<file path="config.mk">
export PLATFORM = sky130hd
export DESIGN_NAME = tx_seq_ctrl_flat
export DESIGN_NICKNAME = d
export VERILOG_FILES = /design/src/rtl/tx_seq_ctrl_pkg.sv /design/src/rtl/tx_seq_ctrl_if.sv /design/src/rtl/tx_seq_ctrl_os_strobe_gen.sv /design/src/rtl/tx_seq_ctrl.sv /design/src/flat_wrapper.sv
export SDC_FILE = /design/constraint.sdc
export NUM_CORES = 1
export LEC_CHECK = 0
export CORE_UTILIZATION = 55
export CTS_BUF_LIST = sky130_fd_sc_hd__clkbuf_4 sky130_fd_sc_hd__clkbuf_8
export DETAILED_ROUTE_END_ITERATION = 16
export HOLD_SLACK_MARGIN = 0.1
export PLACE_DENSITY_LB_ADDON = 0.1
export SETUP_SLACK_MARGIN = 0.5
export SLEW_MARGIN = 20
export SYNTH_ARGS = -nofsm -noshare
export SYNTH_HDL_FRONTEND = slang
export SYNTH_SLANG_ARGS = --single-unit
</file>
<file path="constraint.sdc">
create_clock -name clk -period 2.5 [get_ports clk]
set_input_delay 0.25 -clock clk [delete_from_list [all_inputs] [get_ports clk]]
set_output_delay 0.25 -clock clk [all_outputs]
set_load 0.01 [all_outputs]
</file>
<file path="src/rtl/tx_seq_ctrl_pkg.sv">
// Shared definitions for the QPSK transmit sequencer.
//   state_e    : sequencer state, encoding is visible on o_state
//   strobes_t  : bundle of the registered per-cycle control strobes
package tx_seq_ctrl_pkg;

    localparam int unsigned ST_W        = 2;
    localparam int unsigned PHASE_SEL_W = 2;

    typedef enum logic [ST_W-1:0] {
        ST_IDLE  = 2'd0,
        ST_FLUSH = 2'd1,
        ST_RUN   = 2'd2,
        ST_DRAIN = 2'd3
    } state_e;

    typedef struct packed {
        logic prbs_ce;
        logic tx_ce;
        logic tx_zero;
        logic tx_valid;
        logic rx_ce;
    } strobes_t;

endpackage

</file>
<file path="src/rtl/tx_seq_ctrl_if.sv">
// Control/status bundle between the sequencer and the tx/rx datapath.
//   master : the sequencer (consumes i_*, drives o_*)
//   slave  : the datapath/controller side (drives i_*, consumes o_*)
// Build option TX_SEQ_BURST_EN adds i_burst_len (NB_CNT bits).
interface tx_seq_ctrl_if
    import tx_seq_ctrl_pkg::*;
#(
    parameter int unsigned NB_CNT = 16
) ();

    logic                   i_enable;
    logic [PHASE_SEL_W-1:0] i_phase;
`ifdef TX_SEQ_BURST_EN
    logic [NB_CNT-1:0]      i_burst_len;
`endif
    logic                   o_prbs_ce;
    logic                   o_tx_ce;
    logic                   o_tx_zero;
    logic                   o_tx_valid;
    logic                   o_rx_ce;
    logic [ST_W-1:0]        o_state;
    logic [NB_CNT-1:0]      o_sym_cnt;

`ifdef TX_SEQ_BURST_EN
    modport master (
        input  i_enable, i_phase, i_burst_len,
        output o_prbs_ce, o_tx_ce, o_tx_zero, o_tx_valid, o_rx_ce, o_state, o_sym_cnt
    );
    modport slave (
        output i_enable, i_phase, i_burst_len,
        input  o_prbs_ce, o_tx_ce, o_tx_zero, o_tx_valid, o_rx_ce, o_state, o_sym_cnt
    );
`else
    modport master (
        input  i_enable, i_phase,
        output o_prbs_ce, o_tx_ce, o_tx_zero, o_tx_valid, o_rx_ce, o_state, o_sym_cnt
    );
    modport slave (
        output i_enable, i_phase,
        input  o_prbs_ce, o_tx_ce, o_tx_zero, o_tx_valid, o_rx_ce, o_state, o_sym_cnt
    );
`endif

endinterface

</file>
<file path="src/rtl/tx_seq_ctrl_os_strobe_gen.sv">
// Oversampling phase counter with symbol-boundary and rx phase-match detects.
//   clk, rst     : clock, synchronous active-low reset
//   run          : 1 = count 0..OS_FACTOR-1 and wrap, 0 = hold at 0
//   phase_sel    : requested rx phase, latched on each symbol boundary (clamped)
//   sb_c         : phase counter is at the last sample of the symbol
//   phase_hit_c  : phase counter equals the latched rx phase
module tx_seq_ctrl_os_strobe_gen
    import tx_seq_ctrl_pkg::*;
#(
    parameter int unsigned OS_FACTOR = 4
) (
    input  logic                   clk,
    input  logic                   rst,
    input  logic                   run,
    input  logic [PHASE_SEL_W-1:0] phase_sel,
    output logic                   sb_c,
    output logic                   phase_hit_c
);

    localparam int unsigned PH_W = $clog2(OS_FACTOR);

    logic [PH_W-1:0] phase_cnt_q, phase_cnt_d;
    logic [PH_W-1:0] phase_q, phase_d;

    // Next phase count and rx phase; the phase only changes at symbol boundaries
    always_comb begin
        sb_c        = (phase_cnt_q == PH_W'(OS_FACTOR - 1));
        phase_hit_c = (phase_cnt_q == phase_q);
        phase_cnt_d = phase_cnt_q + PH_W'(1);
        phase_d     = phase_q;
        if (!run || sb_c) begin
            phase_cnt_d = '0;
        end
        if (sb_c) begin
            phase_d = (32'(phase_sel) >= OS_FACTOR) ? PH_W'(OS_FACTOR - 1) : PH_W'(phase_sel);
        end
    end

    always_ff @(posedge clk) begin
        if (!rst) begin
            phase_cnt_q <= '0;
            phase_q     <= '0;
        end else begin
            phase_cnt_q <= phase_cnt_d;
            phase_q     <= phase_d;
        end
    end

endmodule

</file>
<file path="src/rtl/tx_seq_ctrl.sv">
// Single-clock QPSK transmit sequencer: IDLE -> FLUSH -> RUN -> DRAIN.
// Generates per-symbol enables for prbs9 and the tx shaping filter from clk,
// forces zero symbols during flush/drain, and produces the rx sampling strobe.
// Strobes are registered: each appears the cycle after the qualifying phase.
//   clk, rst  : clock, synchronous active-low reset
//   bus       : tx_seq_ctrl_if.master (i_enable, i_phase, o_* strobes/status)
// Build option TX_SEQ_BURST_EN: burst length sampled at start, auto-stop after
// that many symbols (0 = continuous), and restart needs a fresh enable rise.
module tx_seq_ctrl
    import tx_seq_ctrl_pkg::*;
#(
    parameter int unsigned OS_FACTOR  = 4,
    parameter int unsigned FLUSH_SYMS = 6,
    parameter int unsigned NB_CNT     = 16
) (
    input  logic          clk,
    input  logic          rst,
    tx_seq_ctrl_if.master bus
);

    localparam int unsigned FL_W = $clog2(FLUSH_SYMS + 1);

    state_e            state_q, state_d;
    logic [FL_W-1:0]   flush_cnt_q, flush_cnt_d;
    logic [NB_CNT-1:0] sym_cnt_q, sym_cnt_d;
    strobes_t          out_q, out_d;
    logic              sb_c, phase_hit_c, start_c, burst_done_c, flush_last_c;

    tx_seq_ctrl_os_strobe_gen #(.OS_FACTOR(OS_FACTOR)) u_strobe_gen (
        .clk        (clk),
        .rst        (rst),
        .run        (state_q != ST_IDLE),
        .phase_sel  (bus.i_phase),
        .sb_c       (sb_c),
        .phase_hit_c(phase_hit_c)
    );

`ifdef TX_SEQ_BURST_EN
    logic              armed_q, armed_d;
    logic [NB_CNT-1:0] burst_len_q, burst_len_d;

    // Start only on an enable seen low since the last start; burst end on the Nth symbol
    always_comb begin
        start_c      = bus.i_enable && armed_q;
        burst_done_c = (burst_len_q != '0) && (sym_cnt_q == burst_len_q - NB_CNT'(1));
        armed_d      = armed_q || !bus.i_enable;
        burst_len_d  = burst_len_q;
        if (state_q == ST_IDLE && start_c) begin
            armed_d     = 1'b0;
            burst_len_d = bus.i_burst_len;
        end
    end

    always_ff @(posedge clk) begin
        if (!rst) begin
            armed_q     <= 1'b1;
            burst_len_q <= '0;
        end else begin
            armed_q     <= armed_d;
            burst_len_q <= burst_len_d;
        end
    end
`else
    always_comb begin
        start_c      = bus.i_enable;
        burst_done_c = 1'b0;
    end
`endif

    // Next state, counters and strobes; every transition out of a busy state lands on a symbol boundary
    always_comb begin
        state_d      = state_q;
        flush_cnt_d  = flush_cnt_q;
        sym_cnt_d    = sym_cnt_q;
        out_d        = '0;
        flush_last_c = (flush_cnt_q == FL_W'(FLUSH_SYMS - 1));
        case (state_q)
            ST_IDLE: begin
                if (start_c) begin
                    state_d     = ST_FLUSH;
                    flush_cnt_d = '0;
                    sym_cnt_d   = '0;
                end
            end
            ST_FLUSH: begin
                out_d.tx_zero = 1'b1;
                if (sb_c) begin
                    out_d.tx_ce = 1'b1;
                    flush_cnt_d = flush_cnt_q + FL_W'(1);
                    if (flush_last_c) begin
                        state_d     = ST_RUN;
                        flush_cnt_d = '0;
                    end
                end
            end
            ST_RUN: begin
                out_d.tx_valid = 1'b1;
                out_d.rx_ce    = phase_hit_c;
                if (sb_c) begin
                    out_d.prbs_ce = 1'b1;
                    out_d.tx_ce   = 1'b1;
                    if (sym_cnt_q != '1) begin
                        sym_cnt_d = sym_cnt_q + NB_CNT'(1);
                    end
                    if (!bus.i_enable || burst_done_c) begin
                        state_d = ST_DRAIN;
                    end
                end
            end
            ST_DRAIN: begin
                out_d.tx_zero  = 1'b1;
                out_d.tx_valid = 1'b1;
                out_d.rx_ce    = phase_hit_c;
                if (sb_c) begin
                    out_d.tx_ce = 1'b1;
                    flush_cnt_d = flush_cnt_q + FL_W'(1);
                    if (flush_last_c) begin
                        state_d     = ST_IDLE;
                        flush_cnt_d = '0;
                    end
                end
            end
            default: state_d = ST_IDLE;
        endcase
    end

    always_ff @(posedge clk) begin
        if (!rst) begin
            state_q     <= ST_IDLE;
            flush_cnt_q <= '0;
            sym_cnt_q   <= '0;
            out_q       <= '0;
        end else begin
            state_q     <= state_d;
            flush_cnt_q <= flush_cnt_d;
            sym_cnt_q   <= sym_cnt_d;
            out_q       <= out_d;
        end
    end

    assign bus.o_prbs_ce  = out_q.prbs_ce;
    assign bus.o_tx_ce    = out_q.tx_ce;
    assign bus.o_tx_zero  = out_q.tx_zero;
    assign bus.o_tx_valid = out_q.tx_valid;
    assign bus.o_rx_ce    = out_q.rx_ce;
    assign bus.o_state    = state_q;
    assign bus.o_sym_cnt  = sym_cnt_q;

endmodule

</file>
<file path="src/flat_wrapper.sv">
// flat-port wrapper written by rule: the top's interface ports become plain ports
module tx_seq_ctrl_flat import tx_seq_ctrl_pkg::*;
#(
    parameter int unsigned OS_FACTOR  = 4,
    parameter int unsigned FLUSH_SYMS = 6,
    parameter int unsigned NB_CNT     = 16
)
  (clk, rst, bus_i_enable, bus_i_phase, bus_o_prbs_ce, bus_o_tx_ce, bus_o_tx_zero, bus_o_tx_valid, bus_o_rx_ce, bus_o_state, bus_o_sym_cnt);
  tx_seq_ctrl_if #(.NB_CNT(NB_CNT)) bus_i ();
  input  logic clk;
  input  logic rst;
  input wire logic [$bits(bus_i.i_enable)-1:0] bus_i_enable;
  input wire logic [$bits(bus_i.i_phase)-1:0] bus_i_phase;
  output wire logic [$bits(bus_i.o_prbs_ce)-1:0] bus_o_prbs_ce;
  output wire logic [$bits(bus_i.o_tx_ce)-1:0] bus_o_tx_ce;
  output wire logic [$bits(bus_i.o_tx_zero)-1:0] bus_o_tx_zero;
  output wire logic [$bits(bus_i.o_tx_valid)-1:0] bus_o_tx_valid;
  output wire logic [$bits(bus_i.o_rx_ce)-1:0] bus_o_rx_ce;
  output wire logic [$bits(bus_i.o_state)-1:0] bus_o_state;
  output wire logic [$bits(bus_i.o_sym_cnt)-1:0] bus_o_sym_cnt;
  assign bus_i.i_enable = bus_i_enable;
  assign bus_i.i_phase = bus_i_phase;
  assign bus_o_prbs_ce = bus_i.o_prbs_ce;
  assign bus_o_tx_ce = bus_i.o_tx_ce;
  assign bus_o_tx_zero = bus_i.o_tx_zero;
  assign bus_o_tx_valid = bus_i.o_tx_valid;
  assign bus_o_rx_ce = bus_i.o_rx_ce;
  assign bus_o_state = bus_i.o_state;
  assign bus_o_sym_cnt = bus_i.o_sym_cnt;
  tx_seq_ctrl #(.OS_FACTOR(OS_FACTOR), .FLUSH_SYMS(FLUSH_SYMS), .NB_CNT(NB_CNT)) u_core (.clk(clk), .rst(rst), .bus(bus_i));
endmodule
</file>
======== Yosys cells after proc, flatten, opt, wreduce, memory -nomap -nowiden ========
Cells that the tools add are included.
W data, S select, Z words.
operators by class
  $add $sub $neg .......................... 3
  equality and inequality tests ........... 16
  multiplexer cells ....................... 21
  bitwise operators ....................... 1
  reductions and logical operators ........ 14
operator list
  cell                     number
  $mux W16                 3
  $pmux W16 S2             1
  $mux W2                  9
  $add A16 B1 Y16 const B  1
  $ne A16 B16 Y1 const B   1
  $ne A2 B1 Y1 const B     7
  $mux W3                  3
  $pmux W2 S4              1
  $reduce_and A7 Y1        1
  $eq A2 B2 Y1 const B     3
  $pmux W3 S2              1
  $reduce_bool A2 Y1       3
  $reduce_or A2 Y1         3
  $ne A2 B2 Y1 const B     2
  $reduce_and A2 Y1        2
  $reduce_and A4 Y1        1
  $add A3 B1 Y3 const B    1
  $eq A3 B3 Y1 const B     1
  $reduce_and A3 Y1        1
  $add A2 B1 Y2 const B    1
  $eq A2 B1 Y1 const B     1
  $eq A2 B2 Y1             1
  $logic_not A2 Y1         1
  $mux W1                  2
  4 further kinds          4
word-level totals
  flip-flop bits (word level) ............. 30
  bits of input ports ..................... 5
  output and inout port bits .............. 23

======== Depth between registers and ports, before layout ========
  depth after elaboration ................. 4
  mapped depth ............................ 8

======== Cells and area by module ========
A second synthesis with hierarchy kept.
unflattened totals
  cells, all modules ...................... 183
  area total of the unflattened synthesis .. 1547.7 um2
modules (own cells, without submodules)
  module                     times used  cells an instance  area an instance (um2)
  tx_seq_ctrl                1           168                1385.1
  tx_seq_ctrl_os_strobe_gen  1           15                 162.7

======== Worst setup path before layout ========
Ideal clock, no wire load.
  kind .................................... flip-flop to flip-flop
  from .................................... register u_core.state_q[0] (netlist: u_core.bus.o_state[0])
  to ...................................... register u_core.sym_cnt_q[4] (netlist: u_core.bus.o_sym_cnt[4])
  arrival ................................. 1.786 ns
  required time ........................... 2.425 ns
  setup slack ............................. 0.639 ns
  stages on the path, launching flop included .. 8
  path buffers ............................ 1
  period minus slack after synthesis ...... 1.861 ns
  path through ............................ dfxtp_1 > inv_1 > ha_1 > buf_4 > mux2_4 > nand2_4 > or4_1 > o22ai_1
between the ends
  longest elaborated chain between the ends .. 3
  elaborated cells between the ends (all ways) .. 8
ends and longest elaborated chain
  item                                                         line                RTL
  from (decl)                                                  tx_seq_ctrl.sv:23   state_e state_q, state_d;
  from (signal assigned)                                       tx_seq_ctrl.sv:134  state_q <= state_d;
  $eq A2 B2 Y1 or $logic_not A2 Y1 (tied branches)             tx_seq_ctrl.sv:77   case (state_q)
  $ne A2 B1 Y1 (no source line), or another cell as far along  --
  $reduce_and A4 Y1 (no source line)                           --
  to (signal assigned)                                         tx_seq_ctrl.sv:136  sym_cnt_q <= sym_cnt_d;
  to (decl)                                                    tx_seq_ctrl.sv:25   logic [NB_CNT-1:0] sym_cnt_q, sym_cnt_d;
Parallel ways exist; a longest one is shown, timed or not.
A chain may end at the register's enable or synchronous reset.

======== Worst setup path after layout ========
Same ends and word-level chain as after synthesis.

==> impl_metrics.yaml <==
synthesis:
  synth_mux_area_share_pct: 7.429
  synth_area_um2: 1684
  synth_edf_count: 0
  synth_nets: 195
  ys_types: 50
  synth-simple-area-share_pct: 29.20
  ys_ff_latch: 30
  synth_top_family_by_area: "simple AND/OR/NAND/NOR gates"
  avgSynthCellArea_um2: 9.153
  synthCells: 184
  yosysWarnings: 0
  synth_compound_area_share_pct: 16.94
  synth_fa_ha_area_share_pct: 4.458
  synth_flop_cell: "dfxtp_1"
  synth-async-reset-ratio_pct: 0
  yosysSeqAreaShare_pct: 35.66
  synth_xor_area_share_pct: 1.040
grt:
  grt_max_degree: 26
  grt_use_total_pct: 25.59
  gr-total-overflow: 0
  grt_pass1_vias: 1395
  grt_pass1_wl_mm: 6.423
  antenna_found_initial: 0
setup_path:
  critPathCaptureType: "flip-flop"
  critPathMaxFanout: 21
  critPathSlowestCell: "or4_1"
  slowest_delay_ns: 0.48
  crit_path_start_kind: "flip-flop"
  crit_type: "flip-flop to flip-flop"
  cp_cell_sequence: "inv_1 -> ha_1 -> buf_6 -> mux2_4 -> nand2_4 -> or4_1 -> o22ai_1"
  crit_required_ns: 2.75
  crit_arrival_ns: 2.14
timing:
  tightest_slew_ns: 0.4151
  fin_setup_tns_ns: 0
  rsz0062_at_grt: "yes"
  finalHoldViolCount: 0
  finalClockSkew_ns: 0.01616
  period_needed_ns: 1.888
  setup_viol: 0
  slew_headroom_pct: 72.20
  fin_ws_ns: 0.6116
  final-max-slew-violation-count: 0
  final.period_utilization_pct: 75.54
  timing.fmax_mhz: 529.5
clock_network:
  cts_sinks: 30
  cts_tree: "done"
  clk_path_buf_depth: 2
  hold_buffers: 0
  worstSkewPairLatency_ns: 0.34
  root_buffer: "clkbuf_4"
  numCtsBuffers: 5
  cts.clk_slew.worst_paths_ns: 0.09
  cts_setup_buffers: 0
  h-tree-depth: 2
routing:
  drtIter0Drc: 89
  vias: 1520
  avgViaCountPerCell: 6.333
  wl_mm: 3.830
  wire_per_inst_um: 15.96
  ant_nets: 0
  drt_first_pass_iters: 10
  drc: 1
power:
  switching_power_uw: 566.5
  p_leak_uw: 0.0007040
  p_per_area_nw_per_um2: 737.8
  p_sw_share_pct: 38.21
  peakVddDrop_mv: 0.4473
  p_seq_share_pct: 38.4
  p_int_uw: 916.1
  clock_power_share_pct: 21.5
  comb_power_share_pct: 40.0
finish:
  fin_nets: 219
  area_growth_pct: 19.32
  antenna_cells: 0
  layout_common_cells: "dfxtp_1 (29), clkdlybuf4s50_1 (27), nand2_1 (15)"
  final_common_cell: "dfxtp_1"
  drive_gt1_share_pct: 11.00
placement:
  dp_slack_ns: 0.4793
  post-dp-hpwl_mm: 2.747
  place_congestion: 0.8458
  io_buffers: 27
floorplan:
  fp.dieArea_um2: 3287
  initial_core_util_pct: 59.53
  design.core.area_um2: 2829
  chipWidth_um: 57.34
  num_io_pins: 28
  die_h_um: 57.34
  rows: 19
job:
  drv_cap: 0
hold_path:
  hp-class: "flip-flop to flip-flop"
outcome:
  violations: "DRC"
  status: "finished with violations"
final cells by class:
class,instances,area (µm²)
clock buffer,7,58.81
inverter,4,15.01
fill,216,819.5
multi-input combinational,138,1001
timing repair buffer,29,289.0
tap,31,38.79
sequential,30,601.8
clock inverter,1,5.005
cell usage after synthesis, drive strengths merged, types with 2 or more instances:
master	count	area (µm²)
a2111oi	2	55.05
a211oi	2	15.01
a21oi	5	36.29
a32o	2	20.02
and2	4	27.53
and3	4	25.02
and3b	2	17.52
and4	5	46.29
buf	8	58.80
clkbuf	4	15.01
dfxtp	30	600.6
ha	6	75.07
inv	4	15.02
mux2i	11	110.1
nand2	16	67.56
nand2b	4	25.02
nand3	8	40.04
nand4	9	56.30
nor2	11	41.29
nor3	3	15.01
nor4	5	31.28
o211ai	4	30.03
o21ai	6	30.03
or3	8	50.05
or4	3	22.52
xor2	2	17.52
worst paths after layout:
| kind | to | slack (ns) | from | cells after the start |
|---|---|---|---|---|
| setup / recovery | u_core.bus.o_sym_cnt[4] | 0.61 | u_core.bus.o_state[0] | 7 |
| hold / removal | u_core.flush_cnt_q[2] | 0.49 | u_core.flush_cnt_q[2] | 2 |
| hold reg to reg | u_core.flush_cnt_q[2] | 0.49 | u_core.flush_cnt_q[2] | 2 |
| setup reg to reg | u_core.bus.o_sym_cnt[4] | 0.61 | u_core.bus.o_state[0] | 7 |
cells by family (layout without fill, tap and decap cells):
group           count (synthesis)  after routing
compound gates                 33             33
xor+xnor                        2              2
fa+ha+maj                       6              6
buf+inv                        16             41
flops                          30             30
mux                            12             12
simple gates                   85             85
metrics by stage:
stage                     power, µW  instance area, µm²  std cells  hold WS [ns]  util [%]
final                          1483                2009        240        0.4854     71.03
after global routing           1575                2009        240        0.5185     71.03
after CTS                      1473                1999        240        0.4858     70.68
after detailed placement       1154                1934        232        0.4736     68.38
after global placement         1130                1934        232        0.4626     68.38
after floorplan                1000                1684        184        0.3972         -
power groups by stage:
stage / registers (µW) / clock network (µW) / logic [µW]
2_1_floorplan: 585 / 0 / 415
3_3_place_gp: 574 / 0 / 556
3_5_place_dp: 579 / 0 / 575
4_1_cts: 569 / 326 / 578
5_1_grt: 577 / 347 / 651
6_report: 570 / 319 / 593
sequential cells by signal, summed over array words and instances, names as in the netlist:
name                             flops
u_core.bus.o_sym_cnt                16
u_core.flush_cnt_q                   3
u_core.bus.o_state                   2
u_core.u_strobe_gen.phase_cnt_q      2
u_core.u_strobe_gen.phase_q          2
u_core.bus.o_prbs_ce                 1
u_core.bus.o_rx_ce                   1
u_core.bus.o_tx_ce                   1
u_core.bus.o_tx_valid                1
u_core.bus.o_tx_zero                 1
critical path, delay by kind of cell (launching register included):
family                     cells  cell delay, ns
and+or+nand+nor                2            0.59
muxes                          1            0.21
adders and majority gates      1            0.20
buffers and inverters          2            0.30
DFF                            1            0.36
AOI/OAI and AO/OA              1            0.16
metal layers:
metal  routed length [µm]  up-vias  share of wire (%)  track usage [%]
met5                    0        -                  0                0
met4                   80        0                2.1            12.89
met3                  249       10                6.5            7.029
met2                 1789       62                 47            40.67
met1                 1710      702                 45            31.95
li1                     -      746                  -                -
repair_timing:
action	4_1_cts	5_1_grt
resized for setup	1	4
setup endpoints to repair	3	10
pin swaps	0	1
Power figures use the tool's default switching activity.
